## src/rtl/ntt_pkg.sv

```systemverilog
// ntt_pkg
//   Constants and helpers shared by the NTT bit-reversal reorder slice.
//   N_POINTS   : coefficients per frame
//   ADDR_WIDTH : log2(N_POINTS), width of frame index / bank address
//   bitrev()   : mirror an ADDR_WIDTH-bit index (bit 0 <-> bit ADDR_WIDTH-1, ...)
package ntt_pkg;

    localparam int N_POINTS   = 16;
    localparam int ADDR_WIDTH = 4;

    function automatic logic [ADDR_WIDTH-1:0] bitrev(input logic [ADDR_WIDTH-1:0] addr);
        logic [ADDR_WIDTH-1:0] rev;
        for (int i = 0; i < ADDR_WIDTH; i++) begin
            rev[i] = addr[ADDR_WIDTH-1-i];
        end
        return rev;
    endfunction

endpackage

```

## src/rtl/ntt_reorder_bank.sv

```systemverilog
// ntt_reorder_bank
//   One n_points x data_width flop bank: synchronous write, combinational read.
//   Contents are deliberately not reset; the owner tracks validity separately.
// Ports
//   clk      : clock
//   wr_en    : write wr_data at wr_addr on the rising edge
//   wr_addr  : write address
//   wr_data  : write data
//   rd_addr  : read address
//   rd_data  : combinational read data at rd_addr
module ntt_reorder_bank
    import ntt_pkg::*;
#(
    parameter int data_width = 64,
    parameter int n_points   = N_POINTS,
    parameter int addr_width = ADDR_WIDTH
) (
    input  logic                  clk,
    input  logic                  wr_en,
    input  logic [addr_width-1:0] wr_addr,
    input  logic [data_width-1:0] wr_data,
    input  logic [addr_width-1:0] rd_addr,
    output logic [data_width-1:0] rd_data
);

    logic [data_width-1:0] mem [n_points];

    always_ff @(posedge clk) begin
        if (wr_en) begin
            mem[wr_addr] <= wr_data;
        end
    end

    assign rd_data = mem[rd_addr];

endmodule

```

## src/rtl/ntt_bitrev_reorder.sv

```systemverilog
// ntt_bitrev_reorder
//   Takes frames arriving serially in bit-reversed order from the SDF NTT
//   pipeline and streams them out in natural order. Two banks ping-pong so
//   one frame can be written while the previous one is read out, giving
//   1 sample/clk sustained with no gap between frames.
// Ports
//   clk, rst   : clock, asynchronous active-high reset
//   flush      : synchronous discard of partial and buffered frames (keeps overflow)
//   in_valid   : in_data carries a coefficient
//   in_ready   : a coefficient can be accepted this cycle
//   in_data    : coefficient, bit-reversed frame order
//   out_valid  : out_data valid
//   out_ready  : downstream accepts out_data
//   out_data   : coefficient, natural order
//   out_last   : marks the final coefficient of a frame
//   overflow   : sticky, a sample was offered while in_ready was low (cleared by rst only)
module ntt_bitrev_reorder
    import ntt_pkg::*;
#(
    parameter int data_width = 64,
    parameter int n_points   = N_POINTS,
    parameter int addr_width = ADDR_WIDTH
) (
    input  logic                  clk,
    input  logic                  rst,
    input  logic                  flush,
    input  logic                  in_valid,
    output logic                  in_ready,
    input  logic [data_width-1:0] in_data,
    output logic                  out_valid,
    input  logic                  out_ready,
    output logic [data_width-1:0] out_data,
    output logic                  out_last,
    output logic                  overflow
);

    localparam logic [addr_width-1:0] LAST_IDX = addr_width'(n_points - 1);

    logic [1:0]            full;
    logic                  wr_bank;
    logic                  rd_bank;
    logic [addr_width-1:0] wr_cnt;
    logic [addr_width-1:0] rd_cnt;
    logic                  wr_fire;
    logic                  rd_fire;
    logic [addr_width-1:0] wr_addr;
    logic [data_width-1:0] bank_rd_data [2];

    assign in_ready  = ~full[wr_bank];
    assign out_valid = full[rd_bank];
    assign out_last  = out_valid & (rd_cnt == LAST_IDX);
    assign wr_fire   = in_valid & in_ready;
    assign rd_fire   = out_valid & out_ready;

    // Scatter on write: the k-th arrival belongs at natural index bitrev(k),
    // so the read side can simply walk addresses 0..n_points-1.
    assign wr_addr   = bitrev(wr_cnt);
    assign out_data  = bank_rd_data[rd_bank];

    for (genvar b = 0; b < 2; b++) begin : g_bank
        ntt_reorder_bank #(
            .data_width (data_width),
            .n_points   (n_points),
            .addr_width (addr_width)
        ) u_bank (
            .clk     (clk),
            .wr_en   (wr_fire & ~flush & (wr_bank == 1'(b))),
            .wr_addr (wr_addr),
            .wr_data (in_data),
            .rd_addr (rd_cnt),
            .rd_data (bank_rd_data[b])
        );
    end

    // Counters wrap to zero naturally on the last index. A frame completing
    // on the write side and one draining on the read side in the same cycle
    // always touch different full bits, so both updates are safe together.
    // flush wins over any handshake but leaves the sticky overflow alone.
    always_ff @(posedge clk or posedge rst) begin
        if (rst) begin
            full     <= '0;
            wr_bank  <= 1'b0;
            rd_bank  <= 1'b0;
            wr_cnt   <= '0;
            rd_cnt   <= '0;
            overflow <= 1'b0;
        end else begin
            if (in_valid && !in_ready) begin
                overflow <= 1'b1;
            end
            if (flush) begin
                full    <= '0;
                wr_bank <= 1'b0;
                rd_bank <= 1'b0;
                wr_cnt  <= '0;
                rd_cnt  <= '0;
            end else begin
                if (wr_fire) begin
                    wr_cnt <= wr_cnt + 1'b1;
                    if (wr_cnt == LAST_IDX) begin
                        full[wr_bank] <= 1'b1;
                        wr_bank       <= ~wr_bank;
                    end
                end
                if (rd_fire) begin
                    rd_cnt <= rd_cnt + 1'b1;
                    if (rd_cnt == LAST_IDX) begin
                        full[rd_bank] <= 1'b0;
                        rd_bank       <= ~rd_bank;
                    end
                end
            end
        end
    end

endmodule

```

## config.mk

```make
export PLATFORM = sky130hd
export DESIGN_NAME = ntt_bitrev_reorder
export DESIGN_NICKNAME = d
export VERILOG_FILES = /design/src/rtl/ntt_pkg.sv /design/src/rtl/ntt_reorder_bank.sv /design/src/rtl/ntt_bitrev_reorder.sv
export SDC_FILE = /design/constraint.sdc
export NUM_CORES = 2
export LEC_CHECK = 0
export ABC_AREA = 1
export CORE_MARGIN = 3
export CORE_UTILIZATION = 31
export DETAILED_ROUTE_END_ITERATION = 16
export GPL_ROUTABILITY_DRIVEN = 0
export PLACE_DENSITY = 0.58
export SLEW_MARGIN = 20
export SYNTH_ARGS = -nofsm -noshare
export SYNTH_HDL_FRONTEND = slang
export SYNTH_SLANG_ARGS = --single-unit
export TNS_END_PERCENT = 20
```

## constraint.sdc

```tcl
create_clock -name clk -period 4.5 [get_ports clk]
set_input_delay 1.125 -clock clk [delete_from_list [all_inputs] [get_ports clk]]
set_output_delay 1.125 -clock clk [all_outputs]
set_load 0.01 [all_outputs]
```

==> Word-level counts from Yosys, hierarchy flattened <==
Memory sizes are Yosys's and may differ from the RTL's.
Index checks and enable logic that the tools add are counted.
{ "word_totals": {"output_inout_bits": 68, "register_bits": 13, "word_cells": 71, "mem_count": 2, "inputBits": 69, "ram_bits": 2048} }
{ "op_classes": {"n_eq_ne": 2, "n_addsub": 2, "n_mux": 31, "n_bitwise": 14, "n_reduce_logical": 9, "magnitude_cmp": 5} }
{ "mem_list": {"columns": ["name", "depth", "word_bits", "rd", "rd_clocked_by_memory_dff", "write_ports", "line", "rtl"], "rows": [
  ["g_bank[0].u_bank.mem", 16, 64, 1, 0, 1, "ntt_reorder_bank.sv:26", "logic [data_width-1:0] mem [n_points];"],
  ["g_bank[1].u_bank.mem", 16, 64, 1, 0, 1, "ntt_reorder_bank.sv:26", null]
]} }
{ "ops": {"columns": ["operator", "n"], "rows": [
  ["$mux W64", 3],
  ["$mux W1", 16],
  ["$mux W4", 4],
  ["$mux W2", 6],
  ["$add A4 B1 Y4 const B", 2],
  ["$eq A4 B4 Y1 const B", 2],
  ["$reduce_bool A2 Y1", 4],
  ["$and A1 B1 Y1", 6],
  ["$lt A1 B2 Y1 const B", 2],
  ["$not A1 Y1", 4],
  ["$reduce_and A2 Y1", 2],
  ["$logic_and A1 B1 Y1", 3],
  ["$and A2 B2 Y2", 1],
  ["$demux W1 S1", 2],
  ["$ge A1 B1 Y1 const B", 2],
  ["$ge A2 B2 Y1 const B", 1],
  ["$not A1 Y2", 1],
  ["$not A2 Y2", 1],
  ["$or A2 B2 Y2", 1]
]} }

==> Depth between registers and ports, before layout <==
{ "depth": {"depth_word": 12, "mapped_depth": 14, "mapped_depth_nobuf": 10} }

==> Modules after synthesis <==
Synthesis repeated with hierarchy kept, for this count alone.
{ "hier_totals": {"hier_cells": 8610, "area_unflattened_um2": 89589.7} }
{ "modules_own_cells": {"columns": ["mod", "n_inst", "area_per_inst_um2", "cells_per_inst", "seq_area_each_um2"], "rows": [
  ["ntt_reorder_bank", 2, 44004.7, 4146, 30749.5],
  ["ntt_bitrev_reorder", 1, 1580.3, 318, 325.3]
]} }

==> Worst setup path after synthesis <==
Ideal clock, no wire load.
{ "synth_path": {"path_kind": "in2reg", "startpoint": "in in_valid", "endpoint": "mem g_bank[0].u_bank.mem[10][0] (enable)", "path_slack_ns": -0.365, "required_ns": 4.014, "stages": 5, "n_path_buf": 1, "arrival_ns": 4.378, "setup_ns": 0.486, "cell_sequence": "nand2_1 > nor2_2 > nand2_1 > buf_2 > nor2_1"} }
{ "synth_between": {"elab_chain_len": 5} }
{ "synth_lines": {"columns": ["item", "line", "rtl"], "rows": [
  ["from (decl)", "ntt_bitrev_reorder.sv:27", "input logic in_valid,"],
  ["$and A1 B1 Y1", "ntt_bitrev_reorder.sv:52", "assign wr_fire = in_valid & in_ready;"],
  ["$and A1 B1 Y1 (2 in series)", "ntt_bitrev_reorder.sv:67", ".wr_en (wr_fire & ~flush & (wr_bank == 1'(b))),"],
  ["$mux W1", "ntt_reorder_bank.sv:29", "if (wr_en) begin"],
  ["$mux W1 (implied by the code)", "ntt_reorder_bank.sv:30", "mem[wr_addr] <= wr_data;"],
  ["to (decl)", "ntt_reorder_bank.sv:26", null]
]} }
No other way between the ends.

==> Worst setup path in the final report <==
{ "layout_path": {"startpoint": "reg rd_cnt[0]", "endpoint": "out out_data[36]"} }
{ "layout_between": {"elab_chain_len": 4, "word_cells_on_any_way": 5, "cone_classes": "mux (3); memory (2)"} }
{ "layout_lines": {"columns": ["item", "line", "rtl"], "rows": [
  ["from (decl)", "ntt_bitrev_reorder.sv:43", "logic [addr_width-1:0] rd_cnt;"],
  ["from (signal assigned)", "ntt_bitrev_reorder.sv:106", "rd_cnt <= rd_cnt + 1'b1;"],
  ["$mem_v2 Z16 W64", null, null],
  ["$mux W64 (implied by the code) (*) (3 in series)", "ntt_bitrev_reorder.sv:58", "assign out_data = bank_rd_data[rd_bank];"],
  ["to (decl)", "ntt_bitrev_reorder.sv:32", "output logic [data_width-1:0] out_data,"]
]} }
Mark *: on every way between the ends. The rest lies on a longest branch, timed or not. The select of a mux whose other input is x is not followed.

==> impl_metrics.json <==
{
  "final_common_cell": "nand2_1",
  "cts_tree": "yes",
  "syn_to_final_growth_pct": 16.6,
  "synth.largest_area_cell": "edfxtp_1",
  "p_clk_share_pct": 44.3,
  "drive_above_1_share_pct": 7.12,
  "power_frac_comb_pct": 1.7,
  "dp_cells": 12400,
  "clock_sinks": 2061,
  "end_kind": "output port",
  "ant_nets": 0,
  "relSlewSlack_pct": 26.4,
  "dpl.hpwl_microns": 135000,
  "placeableCoreArea_sq_um": 286000,
  "synth_area_sq_um": 89100,
  "slew_violations": 0,
  "syn_inst": 8762,
  "dpl_cell_area_sq_um": 96100,
  "status": "complete, but fails checks",
  "grt_max_degree": 96,
  "max_freq_ghz": 0.215,
  "drcViolationCount": 0,
  "final_cells": 12900,
  "rsz0062_at_grt": "true",
  "violations": "negative setup slack",
  "grt_pass1_vias": 58900,
  "layout_common_cells": "3160 x nand2_1, 2048 x edfxtp_1, 1562 x inv_1",
  "fin_nets": 8993,
  "rows": 196,
  "placement.io_buffers": 136,
  "pwr-share-seq_pct": 54.0,
  "place_ws_ns": 0.497,
  "ys_ff_latch": 2061,
  "avgSynthCellArea_sq_um": 10.2,
  "critPathKind": "reg -> out",
  "holdCritPathClass": "reg -> reg",
  "ys_warn_count": 0,
  "crit_required_ns": 3.38,
  "finish.utilization_pct": 36.4,
  "crit_fanout": 38,
  "fillers": 27700,
  "grt_pass1_wl_microns": 399000,
  "first_pass_iters": 7,
  "holdBufCountCts": 0,
  "routed_wl_microns": 275000,
  "ir_worst_vdd_v": 0.000344,
  "die-area_sq_um": 294000,
  "vias": 61200,
  "cap_violations": 0,
  "cp_data_arrival_time_ns": 3.53,
  "syn_nets": 8836,
  "tightest_slew_ns": 1.10,
  "wl_per_cell_microns": 21.4,
  "setup-violations-final": 14,
  "startpoint_type": "register",
  "drt_iter0_markers": 6377,
  "switching_share_pct": 20.5,
  "insertion_delay_ns": 0.91,
  "power_leakage_nw": 43.5,
  "fin_crit_sh_pct": 104,
  "p_int_mw": 31.2,
  "overflow": 0,
  "setup_tns_ns": -0.630,
  "start_util_pct": 31.2,
  "antenna_found_initial": 28,
  "fin_skew_ns": 0.0736,
  "vias_per_cell": 4.77,
  "ios": 137,
  "cellPowerDensity_nw_per_um2": 377,
  "cts.htree.levels": 4,
  "p_sw_mw": 8.04,
  "fin_crit_ns": 4.66,
  "cts_root_buffer": "clkbuf_16",
  "synth_cell_types": 24,
  "stdcell_area_sq_um": 104000,
  "die_w_microns": 542,
  "synth_seq_area_share_pct": 69.4,
  "cts.clk_slew.worst_paths_ns": 0.06,
  "cts_buffers": 213,
  "grt_usage_pct": 18.2,
  "yosysTopAreaCellShare_pct": 69.0,
  "synthTopCellsByArea": "edfxtp_1 69%, nand2_1 13%, nand3_1 6.7%, inv_1 6.6%, buf_2 1.4%",
  "die_y_microns": 542,
  "hold_violations": 0,
  "worst_slack_ns": -0.160,
  "clock_path_buffers": 4
}
## power by group through the flow
stage | Sequential [mW] | Combinational, mW | Clock, mW
final | 21.2 | 0.662 | 17.4
after global routing | 21.2 | 0.730 | 18.4
after CTS | 21.2 | 0.689 | 17.6
after detailed placement | 21.6 | 0.685 | 0
after global placement | 21.6 | 0.670 | 0
after floorplan | 21.6 | 0.164 | 0
## cells by family after synthesis
family                     after synthesis  share of synthesized area [%]
AOI/OAI and AO/OA                       65                          0.376
and+or+nand+nor                       4632                           21.2
DFF                                   2061                           69.4
adders and majority gates                5                         0.0702
buffers and inverters                 1999                           8.98
## cells in the mapped netlist (all sizes together)
library cell,number
a31oi,1
o21a,1
inv,1568
nand2,3179
nand3,1197
edfxtp,2048
o21bai,1
buf,331
a21oi,51
nor2,252
and2,1
ha,5
o21ai,9
dfrtp,13
o22ai,1
nor3,3
a211oi,1
clkbuf,100
## final timing paths
| path | cells past startpoint | slack [ns] | endpoint | startpoint |
|---|---|---|---|---|
| max in group asynchronous | 2 | 3.18 | rd_cnt[0] | rst |
| worst max-delay path | 10 | -0.16 | out_data[36] | rd_cnt[0] |
| worst min-delay path | 1 | 0.49 | overflow | overflow |
| min in group asynchronous | 2 | 0.71 | rd_bank | rst |
| worst min register to register | 1 | 0.49 | overflow | overflow |
| worst max register to register | 9 | 1.60 | g_bank[0].u_bank.mem[2][9] | wr_bank |
## routing by layer
layer  routed length (microns)  vias up  global-route usage, %
li1                          -    28300                      -
met1                    120000    30000                   25.3
met2                    127000     2512                   29.5
met3                     20900      435                   2.63
met4                      7510       10                   5.46
met5                        62        -                      0
## worst max-delay path: stages (launching register included)
cell	delay, ns
dfrtp_4	0.57
bufbuf_16	0.36
bufbuf_16	0.35
nand2_1	0.09
nand3_1	0.07
nand3_1	0.10
nand2_1	0.05
nor2_1	0.16
nor2_1	0.12
nor2_2	0.23
clkdlybuf4s50_1	0.59
## through the flow
stage / hold slack, ns / power, mW
6_report: 0.493 / 39.2
5_1_grt: 0.536 / 40.3
4_1_cts: 0.499 / 39.5
3_5_place_dp: 0.476 / 22.3
3_3_place_gp: 0.470 / 22.3
2_1_floorplan: 0.489 / 21.8
## area by class of cell
| class | count | area (sq um) | share of cell area, % |
|---|---|---|---|
| Antenna cell | 7 | 17.5 | 0.0169 |
| Clock buffer | 248 | 5540 | 5.33 |
| Clock inverter | 130 | 1140 | 1.10 |
| Inverter | 1568 | 5970 | 5.74 |
| Multi-Input combinational cell | 4702 | 19700 | 18.9 |
| Sequential cell | 2061 | 61800 | 59.5 |
| Tap cell | 3762 | 4710 | 4.53 |
| Timing Repair Buffer | 370 | 5020 | 4.83 |
| Timing Repair inverter | 3 | 26.3 | 0.0253 |
## sequential cells by signal, indices dropped and copies added, names as in the netlist
signal             cells
rd_cnt                 4
full                   2
wr_cnt                 4
g_bank.u_bank.mem   2048
wr_bank                1
overflow               1
rd_bank                1
## repair_timing
action,CTS,global route
pin swaps,5,2
buffers inserted,11,0
gates resized for setup,117,42
endpoints found under the setup margin,65,49
gates cloned,21,3
(Power assumes the default switching activity.)
